<file path="src/rtl/dmem_arbiter_pkg.sv">
// -----------------------------------------------------------------------------
// dmem_arbiter_pkg
// Shared definitions for the data-memory port arbiter and its neighbours
// (memory wrapper, SoC top level):
//   - master index constants (M_CPU = 0, M_AUX = 1)
//   - default data-memory address / data widths
//   - width of the anti-starvation hold counter and its saturating increment
// -----------------------------------------------------------------------------
package dmem_arbiter_pkg;

  // Default widths of the data memory read/write port.
  localparam int unsigned DMEM_AW = 32;
  localparam int unsigned DMEM_DW = 32;

  // Hold counter width; MAX_HOLD is limited to 1..15 so four bits suffice.
  localparam int unsigned HOLD_W = 4;

  // Master indices; also the encoding of the "last winner" register.
  typedef enum logic {
    M_CPU = 1'b0,
    M_AUX = 1'b1
  } master_e;

  // Saturating increment of the hold counter, clamped at max_cnt.
  function automatic logic [HOLD_W-1:0] hold_sat_inc(
    input logic [HOLD_W-1:0] cnt,
    input logic [HOLD_W-1:0] max_cnt
  );
    logic [HOLD_W-1:0] res;
    if (cnt >= max_cnt) begin
      res = max_cnt;
    end else begin
      res = cnt + 4'd1;
    end
    return res;
  endfunction

endpackage

</file>
<file path="src/rtl/dmem_arbiter_if.sv">
// -----------------------------------------------------------------------------
// dmem_arbiter_if
// One master's single-cycle access channel to the shared data-memory port.
//   req    master -> arbiter  access request, held with its command until gnt
//   we     master -> arbiter  1 = write, 0 = read
//   addr   master -> arbiter  byte address
//   wdata  master -> arbiter  write data
//   gnt    arbiter -> master  access performed this cycle (combinational)
//   rvalid arbiter -> master  read data valid, one cycle after a granted read
//   rdata  arbiter -> master  registered read data
// Modports: master (requesting side), slave (arbiter side).
// -----------------------------------------------------------------------------
interface dmem_arbiter_if
  import dmem_arbiter_pkg::*;
#(
  parameter int unsigned AW = DMEM_AW,
  parameter int unsigned DW = DMEM_DW
) ();

  logic          req;
  logic          we;
  logic [AW-1:0] addr;
  logic [DW-1:0] wdata;
  logic          gnt;
  logic          rvalid;
  logic [DW-1:0] rdata;

  modport master (
    output req, we, addr, wdata,
    input  gnt, rvalid, rdata
  );

  modport slave (
    input  req, we, addr, wdata,
    output gnt, rvalid, rdata
  );

endinterface

</file>
<file path="src/rtl/dmem_arb_pick.sv">
// -----------------------------------------------------------------------------
// dmem_arb_pick
// Combinational grant decision for the two-master data-memory arbiter.
// A lone requester always wins. On contest:
//   DMEM_ARB_RR_EN defined : the master that did not win last time wins.
//   DMEM_ARB_RR_EN undefined: m0 wins unless hold_cnt has reached MAX_HOLD,
//                             in which case m1 is forced through.
// Ports:
//   req0, req1  in   requests (already masked by reset in the top)
//   last        in   previous winner
//   hold_cnt    in   consecutive contested m0 wins (fixed-priority build only)
//   gnt0, gnt1  out  one-hot-or-zero grant
// -----------------------------------------------------------------------------
module dmem_arb_pick
  import dmem_arbiter_pkg::*;
#(
  parameter int unsigned MAX_HOLD = 4
) (
  input  logic              req0,
  input  logic              req1,
  input  master_e           last,
`ifndef DMEM_ARB_RR_EN
  input  logic [HOLD_W-1:0] hold_cnt,
`endif
  output logic              gnt0,
  output logic              gnt1
);

`ifdef DMEM_ARB_RR_EN
  // Round robin ignores the starvation limit; keep it referenced as a constant.
  localparam int unsigned MAX_HOLD_UNUSED = MAX_HOLD;
`else
  localparam logic [HOLD_W-1:0] MAX_HOLD_C = HOLD_W'(MAX_HOLD);
`endif

  // Grant decision from the request pair and arbitration history.
  always_comb begin
    gnt0 = 1'b0;
    gnt1 = 1'b0;
    case ({req0, req1})
      2'b10: begin
        gnt0 = 1'b1;
      end
      2'b01: begin
        gnt1 = 1'b1;
      end
      2'b11: begin
`ifdef DMEM_ARB_RR_EN
        if (last == M_AUX) begin
          gnt0 = 1'b1;
        end else begin
          gnt1 = 1'b1;
        end
`else
        if (hold_cnt == MAX_HOLD_C) begin
          gnt1 = 1'b1;
        end else begin
          gnt0 = 1'b1;
        end
`endif
      end
      default: begin
        gnt0 = 1'b0;
        gnt1 = 1'b0;
      end
    endcase
  end

`ifndef DMEM_ARB_RR_EN
  // last only matters for round robin; fold it into a no-op in this build.
  logic last_unused_s;
  assign last_unused_s = last;
`endif

endmodule

</file>
<file path="src/rtl/dmem_arbiter.sv">
// -----------------------------------------------------------------------------
// dmem_arbiter
// Shares the data memory's single read/write port between the CPU data path
// (m0) and an auxiliary master (m1, game-state engine / loader). Every cycle
// at most one master is granted a single-cycle access and muxed onto mem_*.
// Read data is captured at the end of the grant cycle and returned to the
// winner with a one-cycle rvalid pulse.
//
// Build option: DMEM_ARB_RR_EN selects round-robin arbitration; when it is
// undefined, m0 has fixed priority with MAX_HOLD anti-starvation for m1.
//
// Ports:
//   clk        in   system clock, rising edge
//   reset      in   asynchronous, active-low reset
//   m0, m1     slave modports of dmem_arbiter_if (m0 = CPU, m1 = aux)
//   mem_we     out  memory write enable
//   mem_addr   out  memory read/write address
//   mem_wdata  out  memory write data
//   mem_rdata  in   memory read data (combinational read of mem_addr)
// -----------------------------------------------------------------------------
module dmem_arbiter
  import dmem_arbiter_pkg::*;
#(
  parameter int unsigned AW       = DMEM_AW,
  parameter int unsigned DW       = DMEM_DW,
  parameter int unsigned MAX_HOLD = 4
) (
  input  logic           clk,
  input  logic           reset,
  dmem_arbiter_if.slave  m0,
  dmem_arbiter_if.slave  m1,
  output logic           mem_we,
  output logic [AW-1:0]  mem_addr,
  output logic [DW-1:0]  mem_wdata,
  input  logic [DW-1:0]  mem_rdata
);

  // Requests are masked while reset is low so no grant (and no write) can
  // happen in a cycle that reset is cutting short.
  logic req0_s;
  logic req1_s;
  logic gnt0_s;
  logic gnt1_s;

  master_e       last_q;
  master_e       last_d;
  logic          rvalid0_q;
  logic          rvalid0_d;
  logic          rvalid1_q;
  logic          rvalid1_d;
  logic [DW-1:0] rdata0_q;
  logic [DW-1:0] rdata0_d;
  logic [DW-1:0] rdata1_q;
  logic [DW-1:0] rdata1_d;
`ifndef DMEM_ARB_RR_EN
  logic [HOLD_W-1:0] hold_cnt_q;
  logic [HOLD_W-1:0] hold_cnt_d;
`endif

  assign req0_s = m0.req & reset;
  assign req1_s = m1.req & reset;

  dmem_arb_pick #(
    .MAX_HOLD (MAX_HOLD)
  ) u_pick (
    .req0     (req0_s),
    .req1     (req1_s),
    .last     (last_q),
`ifndef DMEM_ARB_RR_EN
    .hold_cnt (hold_cnt_q),
`endif
    .gnt0     (gnt0_s),
    .gnt1     (gnt1_s)
  );

  assign m0.gnt    = gnt0_s;
  assign m1.gnt    = gnt1_s;
  assign m0.rvalid = rvalid0_q;
  assign m1.rvalid = rvalid1_q;
  assign m0.rdata  = rdata0_q;
  assign m1.rdata  = rdata1_q;

  // Memory port mux: the granted master's command, all zeros when idle.
  always_comb begin
    mem_we    = 1'b0;
    mem_addr  = '0;
    mem_wdata = '0;
    if (gnt0_s) begin
      mem_we    = m0.we;
      mem_addr  = m0.addr;
      mem_wdata = m0.wdata;
    end else if (gnt1_s) begin
      mem_we    = m1.we;
      mem_addr  = m1.addr;
      mem_wdata = m1.wdata;
    end else begin
      mem_we    = 1'b0;
      mem_addr  = '0;
      mem_wdata = '0;
    end
  end

  // Arbitration history: last winner and, in fixed mode, the hold counter.
  always_comb begin
    last_d = last_q;
    if (gnt0_s) begin
      last_d = M_CPU;
    end else if (gnt1_s) begin
      last_d = M_AUX;
    end else begin
      last_d = last_q;
    end
`ifndef DMEM_ARB_RR_EN
    // Counts only contested m0 wins; any m1 win or idle m1 clears it.
    hold_cnt_d = '0;
    if (gnt0_s && m1.req) begin
      hold_cnt_d = hold_sat_inc(hold_cnt_q, HOLD_W'(MAX_HOLD));
    end else begin
      hold_cnt_d = '0;
    end
`endif
  end

  // Read return: capture mem_rdata for the read winner, loser keeps its data.
  always_comb begin
    rvalid0_d = gnt0_s & ~m0.we;
    rvalid1_d = gnt1_s & ~m1.we;
    rdata0_d  = rdata0_q;
    rdata1_d  = rdata1_q;
    if (rvalid0_d) begin
      rdata0_d = mem_rdata;
    end else if (rvalid1_d) begin
      rdata1_d = mem_rdata;
    end else begin
      rdata0_d = rdata0_q;
      rdata1_d = rdata1_q;
    end
  end

  // State registers; reset drops any in-flight rvalid.
  always_ff @(posedge clk or negedge reset) begin
    if (!reset) begin
      last_q     <= M_AUX;
      rvalid0_q  <= 1'b0;
      rvalid1_q  <= 1'b0;
      rdata0_q   <= '0;
      rdata1_q   <= '0;
`ifndef DMEM_ARB_RR_EN
      hold_cnt_q <= '0;
`endif
    end else begin
      last_q     <= last_d;
      rvalid0_q  <= rvalid0_d;
      rvalid1_q  <= rvalid1_d;
      rdata0_q   <= rdata0_d;
      rdata1_q   <= rdata1_d;
`ifndef DMEM_ARB_RR_EN
      hold_cnt_q <= hold_cnt_d;
`endif
    end
  end

endmodule

</file>
<file path="src/flat_wrapper.sv">
// flat-port wrapper written by rule: the top's interface ports become plain ports
module dmem_arbiter_flat import dmem_arbiter_pkg::*;
#(
  parameter int unsigned AW       = DMEM_AW,
  parameter int unsigned DW       = DMEM_DW,
  parameter int unsigned MAX_HOLD = 4
)
  (clk, reset, mem_we, mem_addr, mem_wdata, mem_rdata, m0_req, m0_we, m0_addr, m0_wdata, m0_gnt, m0_rvalid, m0_rdata, m1_req, m1_we, m1_addr, m1_wdata, m1_gnt, m1_rvalid, m1_rdata);
  dmem_arbiter_if #(.AW(AW), .DW(DW)) m0_i ();
  dmem_arbiter_if #(.AW(AW), .DW(DW)) m1_i ();
  input  logic clk;
  input  logic reset;
  output logic mem_we;
  output logic [AW-1:0] mem_addr;
  output logic [DW-1:0] mem_wdata;
  input  logic [DW-1:0] mem_rdata;
  input wire logic [$bits(m0_i.req)-1:0] m0_req;
  input wire logic [$bits(m0_i.we)-1:0] m0_we;
  input wire logic [$bits(m0_i.addr)-1:0] m0_addr;
  input wire logic [$bits(m0_i.wdata)-1:0] m0_wdata;
  output wire logic [$bits(m0_i.gnt)-1:0] m0_gnt;
  output wire logic [$bits(m0_i.rvalid)-1:0] m0_rvalid;
  output wire logic [$bits(m0_i.rdata)-1:0] m0_rdata;
  input wire logic [$bits(m1_i.req)-1:0] m1_req;
  input wire logic [$bits(m1_i.we)-1:0] m1_we;
  input wire logic [$bits(m1_i.addr)-1:0] m1_addr;
  input wire logic [$bits(m1_i.wdata)-1:0] m1_wdata;
  output wire logic [$bits(m1_i.gnt)-1:0] m1_gnt;
  output wire logic [$bits(m1_i.rvalid)-1:0] m1_rvalid;
  output wire logic [$bits(m1_i.rdata)-1:0] m1_rdata;
  assign m0_i.req = m0_req;
  assign m0_i.we = m0_we;
  assign m0_i.addr = m0_addr;
  assign m0_i.wdata = m0_wdata;
  assign m0_gnt = m0_i.gnt;
  assign m0_rvalid = m0_i.rvalid;
  assign m0_rdata = m0_i.rdata;
  assign m1_i.req = m1_req;
  assign m1_i.we = m1_we;
  assign m1_i.addr = m1_addr;
  assign m1_i.wdata = m1_wdata;
  assign m1_gnt = m1_i.gnt;
  assign m1_rvalid = m1_i.rvalid;
  assign m1_rdata = m1_i.rdata;
  dmem_arbiter #(.AW(AW), .DW(DW), .MAX_HOLD(MAX_HOLD)) u_core (.clk(clk), .reset(reset), .m0(m0_i), .m1(m1_i), .mem_we(mem_we), .mem_addr(mem_addr), .mem_wdata(mem_wdata), .mem_rdata(mem_rdata));
endmodule
</file>
<file path="config.mk">
export PLATFORM = sky130hd
export DESIGN_NAME = dmem_arbiter_flat
export DESIGN_NICKNAME = d
export VERILOG_FILES = /design/src/rtl/dmem_arbiter_pkg.sv /design/src/rtl/dmem_arbiter_if.sv /design/src/rtl/dmem_arb_pick.sv /design/src/rtl/dmem_arbiter.sv /design/src/flat_wrapper.sv
export SDC_FILE = /design/constraint.sdc
export NUM_CORES = 1
export LEC_CHECK = 0
export CAP_MARGIN = 10
export CORE_AREA = 2 2 115 117
export CTS_CLUSTER_DIAMETER = 120
export DETAILED_ROUTE_END_ITERATION = 8
export DIE_AREA = 0 0 117 119
export GPL_ROUTABILITY_DRIVEN = 0
export PLACE_DENSITY_LB_ADDON = 0.1
export SLEW_MARGIN = 20
export SYNTH_ARGS = -nofsm -noshare
export SYNTH_HDL_FRONTEND = slang
export SYNTH_SLANG_ARGS = --single-unit
export TNS_END_PERCENT = 1
</file>
<file path="constraint.sdc">
create_clock -name clk -period 3.3 [get_ports clk]
set_input_delay 0.495 -clock clk [delete_from_list [all_inputs] [get_ports clk]]
set_output_delay 0.495 -clock clk [all_outputs]
set_load 0.02 [all_outputs]
</file>
==> run_results.csv <==
group,metric,value,unit
outcome,status,"finished, final reports clean",
setup_path,end_kind,"output port",
cts,clk_pin_slew,60,ps
cts,cts_resized,0,
sta,finalSetupTns,0,ps
synthesis,synth_area_leaders,"dfrtp_1 52%, mux2_2 20%, a22o_1 17%, buf_6 2.4%, buf_2 1.5%",
cts,cts_buffers,9,
sta,rsz0062_at_grt,"no",
cts,clock_sinks,70,
global_route,grt_pass1_wl,21400,um
synthesis,synthesis.nets,408,
global_route,groute.usage.overall,0.212,
synthesis,muxShareOfSynthArea,0.216,
synthesis,synth-compound-area-share,0.181,
synthesis,synth_xor_area_frac,0,
die,core,0.0129,mm2
synthesis,synth_top_area_cell,"dfrtp_1",
global_route,grt.busiest_layer,"met2",
cts,clock-root-buffer,"clkbuf_16",
sta,setup_viol,0,
synthesis,synth_top_family_by_area,"multiplexers",
setup_path,cp_max_fo,32,
power,switching_share,0.302,
setup_path,cp.required,2800,ps
cts,cts_tree,"yes",
place,io_buffers,298,
routing,totalWireLength,15300,um
die,die-area,0.0139,mm2
cts,hold_buffers,0,
power,ir_drop,0.291,mV
cts,clkLatencyLatePin,320,ps
cells_and_area,nNetsFinal,706,
routing,drc,0,
synthesis,synthSimpleGateAreaFrac,0.0255,
power,p_leak,2.76,nW
cts,post_cts_buffers,0,
sta,min_period,3090,ps
setup_path,critical_path_class,"reg2out",
synthesis,ys_ff_latch,70,
routing,firstDrtPassIters,4,
cells_and_area,drive_gt1_frac,0.197,
sta,fin_crit_sh,0.935,
run,maxCapViolations,0,
die,placementRows,42,
synthesis,yosysTopAreaCellShare,0.524,
setup_path,cp_data_arrival_time,2590,ps
cts,h-tree-depth,3,
global_route,grt.met1_usage,0.240,
sta,drv_slew,0,
die,initial_core_util,0.260,
sta,tightest_slew,793,ps
power,internal_power,2.31,mW
synthesis,synth_cell_types,21,
sta,fmax,324,MHz
global_route,globalRouteMet2Util,0.359,
global_route,grtUsageMet3,0.0804,
worst_hold_path,hold_class,"in2async",
power,powerDensity,484,mW/mm2
cells_and_area,syn2layout_area_growth,105,%
sta,hold_ws,18.6,ps
die,die_x,117,um
global_route,antenna_found_initial,1,
power,combPwrFrac,0.378,
power,fin_total_pwr,3.31,mW
sta,finalHoldViolCount,0,
routing,dr.first_iter.drc_count,112,
synthesis,yosysWarnings,0,
synthesis,synth_area_per_cell,13.9,um2
die,die_h,119,um
routing,wire_per_inst,21.3,um
routing,drtAntennaViolNets,0,
synthesis,syn_inst,240,
sta,relSlewSlack,0.472,
routing,vias_per_cell,4.60,
synthesis,ys_seq_area_frac,0.524,
power,p_sw,1.00,mW
synthesis,synthAdderAreaFrac,0.00749,
power,clockPowerShare,0.286,
cells_and_area,final_util,0.532,
die,ios,299,
global_route,grt_pass1_vias,3573,
routing,dr_total_vias,3304,
global_route,grt_max_degree,65,
setup_path,start_kind,"flip-flop",
power,seqPwrFrac,0.336,
global_route,overflow,0,
cts,clockBufferDepth,2,
synthesis,syn_area,0.00334,mm2
place,post-dp-hpwl,12100,um
sta,skew,6.68,ps
cells_and_area,diodes,0,
==> sequential cells by signal, summed over array words and instances (netlist names) <==
| signal | cells |
|---|---|
| u_core.hold_cnt_q | 4 |
| u_core.m1.rdata | 32 |
| u_core.m0.rvalid | 1 |
| u_core.m1.rvalid | 1 |
| u_core.m0.rdata | 32 |
==> cell type report <==
type                       count  area (um2)
tap                          176         220
clock buffer                   9         225
multi-input combinational    147        1460
clock inverter                 7        72.6
timing repair buffer         307        3110
inverter                       3        11.3
sequential                    70        1750
fill                        1165        6030
==> cell families (layout without fill, tap and decap cells) <==
| family | after synthesis | after routing |
|---|---|---|
| compound gates | 69 | 69 |
| fa+ha+maj | 2 | 2 |
| buf+inv | 23 | 326 |
| flops | 70 | 70 |
| mux | 64 | 64 |
| other cells | 1 | 1 |
| simple gates | 11 | 11 |
==> critical path: stages, from the launching register on <==
cell and delay, ps:
dfrtp_1 350, inv_1 60, ha_1 250, and4b_1 270, nor2_4 130, buf_4 360, a22o_1 210, clkdlybuf4s50_1 630
==> synth_stat cells <==
| cell type | count |
|---|---|
| a22o_1 | 65 |
| mux2_1 | 4 |
| and4b_1 | 1 |
| nand3b_4 | 1 |
| conb_1 | 1 |
| clkbuf_1 | 3 |
| nor4b_1 | 1 |
| inv_1 | 3 |
| mux2_2 | 60 |
| o21ai_0 | 1 |
| a211oi_4 | 1 |
| nand3_1 | 1 |
| nor4_1 | 1 |
| dfrtp_1 | 70 |
| nor2_1 | 1 |
| buf_6 | 7 |
| nand2_1 | 4 |
| a21oi_1 | 2 |
| nor3_4 | 1 |
| ha_1 | 2 |
| buf_2 | 10 |
==> path summary, 6_finish.rpt <==
kind / from / endpoint / slack, ps / depth (start not counted)
max: u_core.hold_cnt_q[0] / mem_addr[7] / 210 / 7
min: reset / u_core.hold_cnt_q[3] / 20 / 1
max reg2reg: u_core.hold_cnt_q[0] / u_core.m0.rdata[22] / 1280 / 6
min reg2reg: u_core.m1.rdata[5] / u_core.m1.rdata[5] / 490 / 1
max in group asynchronous: reset / u_core.m0.rdata[23] / 2240 / 2
min in group clk: u_core.m1.rdata[5] / u_core.m1.rdata[5] / 490 / 1
==> through the flow <==
| step | worst slack (ps) | cell area, um2 | std cells |
|---|---|---|---|
| 6_report | 214 | 6840 | 719 |
| 5_1_grt | 110 | 6840 | 719 |
| 4_1_cts | 194 | 6840 | 719 |
| 3_5_place_dp | 269 | 6550 | 703 |
| 3_3_place_gp | 318 | 6550 | 703 |
| 2_1_floorplan | 1140 | 3340 | 240 |
==> cells in the final DEF (no fill, tap or decap), drive strengths merged <==
cell type / instances
nor3: 1
a22o: 65
dfrtp: 70
a21oi: 2
mux2: 64
nor4: 1
buf: 26
clkbuf: 9
nor4b: 1
clkinv: 3
ha: 2
nand3b: 1
bufinv: 1
nand2: 4
inv: 4
nor2: 1
and4b: 1
nand3: 1
clkdlybuf4s50: 281
o21ai: 1
conb: 1
a211oi: 1
clkinvlp: 2
==> per-layer routing <==
metal,vias to the layer above,wire length (um)
li1,1510,-
met1,1606,5850
met2,166,7450
met3,20,1570
met4,2,439
met5,-,11
==> power by group through the flow <==
| stage | registers, mW | logic, mW | clock network (mW) |
|---|---|---|---|
| 4_1_cts | 1.12 | 1.27 | 0.987 |
| 3_3_place_gp | 1.12 | 1.26 | 0 |
| 6_report | 1.11 | 1.25 | 0.948 |
| 5_1_grt | 1.13 | 1.32 | 1.02 |
| 3_5_place_dp | 1.13 | 1.26 | 0 |
| 2_1_floorplan | 1.33 | 0.303 | 0 |
Note: power is estimated with default switching activity, not from simulation.
